--- src/rtl/layer_mem_write.sv ---
// layer_mem_write: write-address generator for a layer output buffer.
// It sweeps {ch_sel, addr0} across DEPTH words for each of NUM_CH channels.
// A write strobe is issued for every valid datapath result.
// The sweep waits START_DELAY enabled cycles after start before writing.
// A sticky done flag is raised once the last word has been written.
// Optional feature: define LAYER_MEM_WRITE_STALL_CNT_EN to enable the WRITE-state stall counter.
// With that macro undefined, stall_cnt is tied to zero.
module layer_mem_write #(
    parameter int ADDR_W      = 4,
    parameter int DEPTH       = 16,
    parameter int NUM_CH      = 1,
    parameter int START_DELAY = 1,
    localparam int CH_W       = (NUM_CH > 1) ? $clog2(NUM_CH) : 1
) (
    input  logic              clk,
    input  logic              reset,
    input  logic              enable,
    input  logic              start,
    input  logic              valid_in,
    output logic [ADDR_W-1:0] addr0,
    output logic [CH_W-1:0]   ch_sel,
    output logic              we,
    output logic              done,
    output logic [15:0]       stall_cnt
);

    typedef enum logic [1:0] {IDLE, DELAY, WRITE, DONE} state_t;

    localparam int DLY_W      = (START_DELAY > 1) ? $clog2(START_DELAY) : 1;
    localparam int DLY_LAST_I = (START_DELAY > 0) ? START_DELAY - 1 : 0;
    localparam logic [DLY_W-1:0]  DLY_LAST  = DLY_LAST_I[DLY_W-1:0];
    localparam logic [ADDR_W-1:0] ADDR_LAST = ADDR_W'(DEPTH - 1);
    localparam logic [CH_W-1:0]   CH_LAST   = CH_W'(NUM_CH - 1);

    state_t           state_q;
    state_t           state_d;
    logic [DLY_W-1:0] dly_cnt;
    logic             addr_last;
    logic             ch_last;

    assign addr_last = (addr0 == ADDR_LAST);
    assign ch_last   = (ch_sel == CH_LAST);

    // State register; start is folded into the next-state logic.
    always_ff @(posedge clk or negedge reset) begin
        if (!reset) begin
            state_q <= IDLE;
        end else begin
            state_q <= state_d;
        end
    end

    // Next-state logic: start wins, otherwise advance only on enabled cycles.
    always_comb begin
        state_d = state_q;
        if (start) begin
            state_d = (START_DELAY == 0) ? WRITE : DELAY;
        end else if (enable) begin
            case (state_q)
                IDLE:    state_d = IDLE;
                DELAY:   if (dly_cnt == DLY_LAST) state_d = WRITE;
                WRITE:   if (valid_in && addr_last && ch_last) state_d = DONE;
                DONE:    state_d = DONE;
                default: state_d = IDLE;
            endcase
        end
    end

    // Write strobe: only in WRITE, never in the cycle a restart is taken.
    always_comb begin
        we = (state_q == WRITE) && enable && valid_in && !start;
    end

    // Start-delay counter, counting enabled cycles spent in DELAY.
    always_ff @(posedge clk or negedge reset) begin
        if (!reset) begin
            dly_cnt <= '0;
        end else if (start) begin
            dly_cnt <= '0;
        end else if (enable && state_q == DELAY) begin
            if (dly_cnt == DLY_LAST) begin
                dly_cnt <= '0;
            end else begin
                dly_cnt <= dly_cnt + DLY_W'(1);
            end
        end
    end

    // Address/channel sweep; the final write leaves both counters on their last values.
    always_ff @(posedge clk or negedge reset) begin
        if (!reset) begin
            addr0  <= '0;
            ch_sel <= '0;
        end else if (start) begin
            addr0  <= '0;
            ch_sel <= '0;
        end else if (we) begin
            if (!addr_last) begin
                addr0 <= addr0 + ADDR_W'(1);
            end else if (!ch_last) begin
                addr0  <= '0;
                ch_sel <= ch_sel + CH_W'(1);
            end
        end
    end

    // Sticky done flag, set by the final write and cleared only by start or reset.
    always_ff @(posedge clk or negedge reset) begin
        if (!reset) begin
            done <= 1'b0;
        end else if (start) begin
            done <= 1'b0;
        end else if (we && addr_last && ch_last) begin
            done <= 1'b1;
        end
    end

`ifdef LAYER_MEM_WRITE_STALL_CNT_EN
    logic [15:0] stall_q;

    // Saturating count of enabled WRITE cycles in which the datapath had no result.
    always_ff @(posedge clk or negedge reset) begin
        if (!reset) begin
            stall_q <= '0;
        end else if (start) begin
            stall_q <= '0;
        end else if (enable && state_q == WRITE && !valid_in && stall_q != 16'hFFFF) begin
            stall_q <= stall_q + 16'd1;
        end
    end

    assign stall_cnt = stall_q;
`else
    assign stall_cnt = '0;
`endif

endmodule
--- config.mk ---
export PLATFORM = sky130hd
export DESIGN_NAME = layer_mem_write
export DESIGN_NICKNAME = d
export VERILOG_FILES = /design/src/rtl/layer_mem_write.sv
export SDC_FILE = /design/constraint.sdc
export NUM_CORES = 1
export LEC_CHECK = 0
export ABC_AREA = 0
export CELL_PAD_IN_SITES_DETAIL_PLACEMENT = 2
export CELL_PAD_IN_SITES_GLOBAL_PLACEMENT = 2
export CORE_MARGIN = 2
export CORE_UTILIZATION = 21
export DETAILED_ROUTE_END_ITERATION = 16
export PLACE_DENSITY = 0.78
export SLEW_MARGIN = 5
export SYNTH_ARGS = -nofsm -noshare
export SYNTH_HDL_FRONTEND = slang
export SYNTH_SLANG_ARGS = --single-unit
export TNS_END_PERCENT = 10
--- constraint.sdc ---
create_clock -name clk -period 3.68 [get_ports clk]
set_input_delay 0.736 -clock clk [delete_from_list [all_inputs] [get_ports clk]]
set_output_delay 0.736 -clock clk [all_outputs]
set_load 0.01 [all_outputs]
After elaboration in Yosys (flattened, before gate mapping)
Cells that the tools add are included.
{ "word_totals": {"regBits": 9, "latchBits": 0, "ramBits": 0, "mem_bits_ro": 0, "input_bits": 5, "out_inout_bits": 23, "wordCells": 52, "memories": 0} }
{ "classes": {"addsub": 3, "mul": 0, "div": 0, "n_lt_le_gt_ge": 0, "n_eq_ne": 7, "n_shift": 0, "mux": 18, "n_bitwise": 1, "n_reduce_logical": 18} }
{ "ops": {"columns": ["cell", "count"], "rows": [
  ["$mux 4", 4],
  ["$reduce_bool 2->1", 5],
  ["$mux 1", 9],
  ["$ne 3x3->1 const B", 3],
  ["$logic_and 1x1->1", 8],
  ["$mux 2", 4],
  ["$pmux 2 s4", 1],
  ["$add 4x1->4 const B", 1],
  ["$eq 2x2->1 const B", 2],
  ["$eq 4x4->1 const B", 1],
  ["$reduce_and 2->1", 2],
  ["$reduce_and 3->1", 1],
  ["$add 1x1->1 const B", 2],
  ["$eq 2x1->1 const B", 1],
  ["$logic_not 2->1", 1],
  ["$logic_not 1->1", 1],
  ["$not 1->1", 1]
]} }

Logic depth before layout (Yosys ltp)
{ "logic_depth": {"word_depth": 8, "mapped_depth": 5, "depth_no_buf": 4} }

Worst setup path after synthesis
No wires, ideal clock.
{ "synth_timing": {"path_kind": "input to output", "startpoint": "input port start", "endpoint": "output port we", "arrival_time_ps": 1080, "required_ps": 2944, "path_slack_ps": 1864, "path_stages": 2, "path_buffers": 1, "cell_sequence": "clkbuf_1 nor2_1"} }
{ "synth_via": {"elab_chain_len": 2} }
{ "synth_lines": {"columns": ["element", "line_no", "source"], "rows": [
  ["start: declaration", "18", "input logic start,"],
  ["$logic_not 1->1", "71", "we = (state_q == WRITE) && enable && valid_in && !start;"],
  ["$logic_and 1x1->1", "71", null],
  ["end: declaration", "22", "output logic we,"]
]} }
Every way passes these cells.

Worst setup path after layout
{ "layout_timing": {"startpoint": "input port enable", "endpoint": "output port we"} }
{ "layout_via": {"elab_chain_len": 3} }
{ "layout_lines": {"columns": ["element", "line_no", "source"], "rows": [
  ["start: declaration", "17", "input logic enable,"],
  ["$logic_and 1x1->1 (3 in series)", "71", null]
]} }
Every way passes these cells.

==> flow_summary.toml <==
[status]
status = "finished, final reports clean"

[sta]
slew_violations = 0
layout_min_cycle_time_ps = 2860
fmax_mhz = 349
fin_skew_ps = 0.433
fin_setup_tns_ps = 0
hold_viol_final = 0
setup_viol = 0
timing.final.ws_setup_ps = 818
period_share_pct = 77.8
rsz0062_at_grt = "false"

[detailed_routing]
ant_nets = 0
num_vias = 361
wl_per_cell_um = 10.4
routed_via_density = 3.97
drc = 0
routed_wl_um = 949
drt-initial-drc-count = 4
firstDrtPassIters = 4

[yosys]
synth_area_per_cell_um2 = 9.34
synth.distinct_cells = 20
synthTopCellsByCount = "buf_4, dfrtp_1, a21oi_1, nor2_1, o21ai_0"
synth.area.top_cells = "dfrtp_1, buf_4, a21oi_1, nand4b_4, and4b_1"
async_flop_share_pct = 100
synth.ff_latch_count = 7
syn_area_um2 = 485
ys.flop_type = "dfrtp_1"
yosys.area.top_type_share_pct = 36.1
yosysSeqAreaShare_pct = 36.1
synth_warnings = 0
netlist_instances = 52
synth.largest_area_cell = "dfrtp_1"
yosysMostFrequentCell = "buf_4"
synth_edf_count = 0

[worst_hold_path]
hold_path.class = "flip-flop to flip-flop"

[clocking]
cts_setup_buffers = 0
htreeDepth = 1
clkLatencyLatePin_ps = 250
numCtsBuffers = 3
clkSinkCount = 7
hold_buffers = 0
cts_buffer_depth = 2
clk_root_buffer_cell = "clkbuf_4"
cts_resized = 0
cts_tree = "built"
clk_pin_slew_ps = 50

[power_and_ir_drop]
pwr-share-clk_pct = 40.4
ir_drop_v = 0.000148
powerDensity_nw_per_um2 = 304
swShare_pct = 26.6
combPwrFrac_pct = 12.7
p_int_w = 0.000128
finalPower_w = 0.000174
power.switching_w = 0.0000462
power.leakage_nw = 0.272
pwr-share-seq_pct = 46.9

[setup_path]
crit_path_start_kind = "input pin"
crit_path_end_kind = "output port"
critPathArrivalTime_ps = 2130
critPathKind = "input pin to output port"
cp_max_fo = 6
cp.required_ps = 2940

[floorplan]
die_h_um = 52.1
dieArea_um2 = 2710
start_util_pct = 22.2
row_count = 17
io_pins = 28
core_um2 = 2190
die_w_um = 52.1

[layout]
diodes = 0
syn_to_final_growth_pct = 17.8
fin_area_um2 = 572
final_layout_size_suffix_gt1_share_pct = 6.35
fill_cells = 265
layout.nets = 70

[place]
io_buffers = 10
dp_hpwl_um = 783
place.gp.congestion = 0.691
place_area_um2 = 546
dp_slack_ps = 806

[grt]
grt_max_degree = 9
antenna_found_initial = 0
track_usage_pct = 7.90
grt_overflow = 0
grt_pass1_vias = 310
grt_first_pass_wirelength_um = 1440

[flow_run]
drv_cap = 0
==> cells in the final DEF (no fill, tap or decap), types with 2 or more instances in the layout <==
cell type,n
nor2_1,3
conb_1,17
dfrtp_1,7
o21ai_0,3
a21oi_1,5
clkdlybuf4s50_1,10
and4b_1,2
clkbuf_4,3
==> power groups by stage <==
stage / logic [W] / registers, W / clock network, W
2_1_floorplan: 0.0000264 / 0.0000824 / 0
3_3_place_gp: 0.0000213 / 0.0000825 / 0
3_5_place_dp: 0.0000218 / 0.0000829 / 0
4_1_cts: 0.0000218 / 0.0000816 / 0.0000727
5_1_grt: 0.0000248 / 0.0000818 / 0.0000797
6_report: 0.0000220 / 0.0000816 / 0.0000702
==> cells by family after synthesis <==
family | after synthesis | synth area share, %
compound gates | 11 | 13.1
buf+inv | 20 | 28.6
simple gates | 12 | 18.8
flops | 7 | 36.1
fa+ha+maj | 1 | 2.58
other cells | 1 | 0.772
==> layout make-up <==
class	count	area (um2)	area share (%)
clock buffers	4	26.3	4.60
repair buffers	10	100	17.5
multi-input cells	41	231	40.5
inverters	1	3.75	0.656
well taps	28	35.0	6.13
flip-flops and latches	7	175	30.6
==> worst paths after layout <==
path	startpoint	end	slack, ps	cells past startpoint
max in group asynchronous	reset	state_q[0]	2700	1
max reg2reg	addr0[0]	addr0[0]	2220	4
max	enable	we	820	4
min in group asynchronous	reset	addr0[2]	740	1
min	done	done	500	2
min reg2reg	done	done	500	2
==> sequential cells by signal, indices dropped and copies added (netlist names) <==
register  flops
addr0         4
state_q       2
done          1
==> metrics by stage <==
step	instances	util (%)	hold slack (ps)
after floorplan	68	-	440
after global placement	87	24.9	494
after detailed placement	87	24.9	494
after CTS	91	26.1	508
after global routing	91	26.1	527
final	91	26.1	504
==> routing by layer <==
metal / vias to the layer above / wire length, um / global-route usage [%]
met3: 2 / 103 / 5.17
met1: 171 / 408 / 9.72
met5: - / 0 / 0
met2: 18 / 423 / 10.3
li1: 170 / - / -
met4: 0 / 14 / 3.95
==> critical path: stages <==
cell	delay, ps
clkdlybuf4s50_1	590
nand4b_4	150
nor2_1	110
clkdlybuf4s50_1	550
No activity file was read; power rests on OpenSTA's default activity.
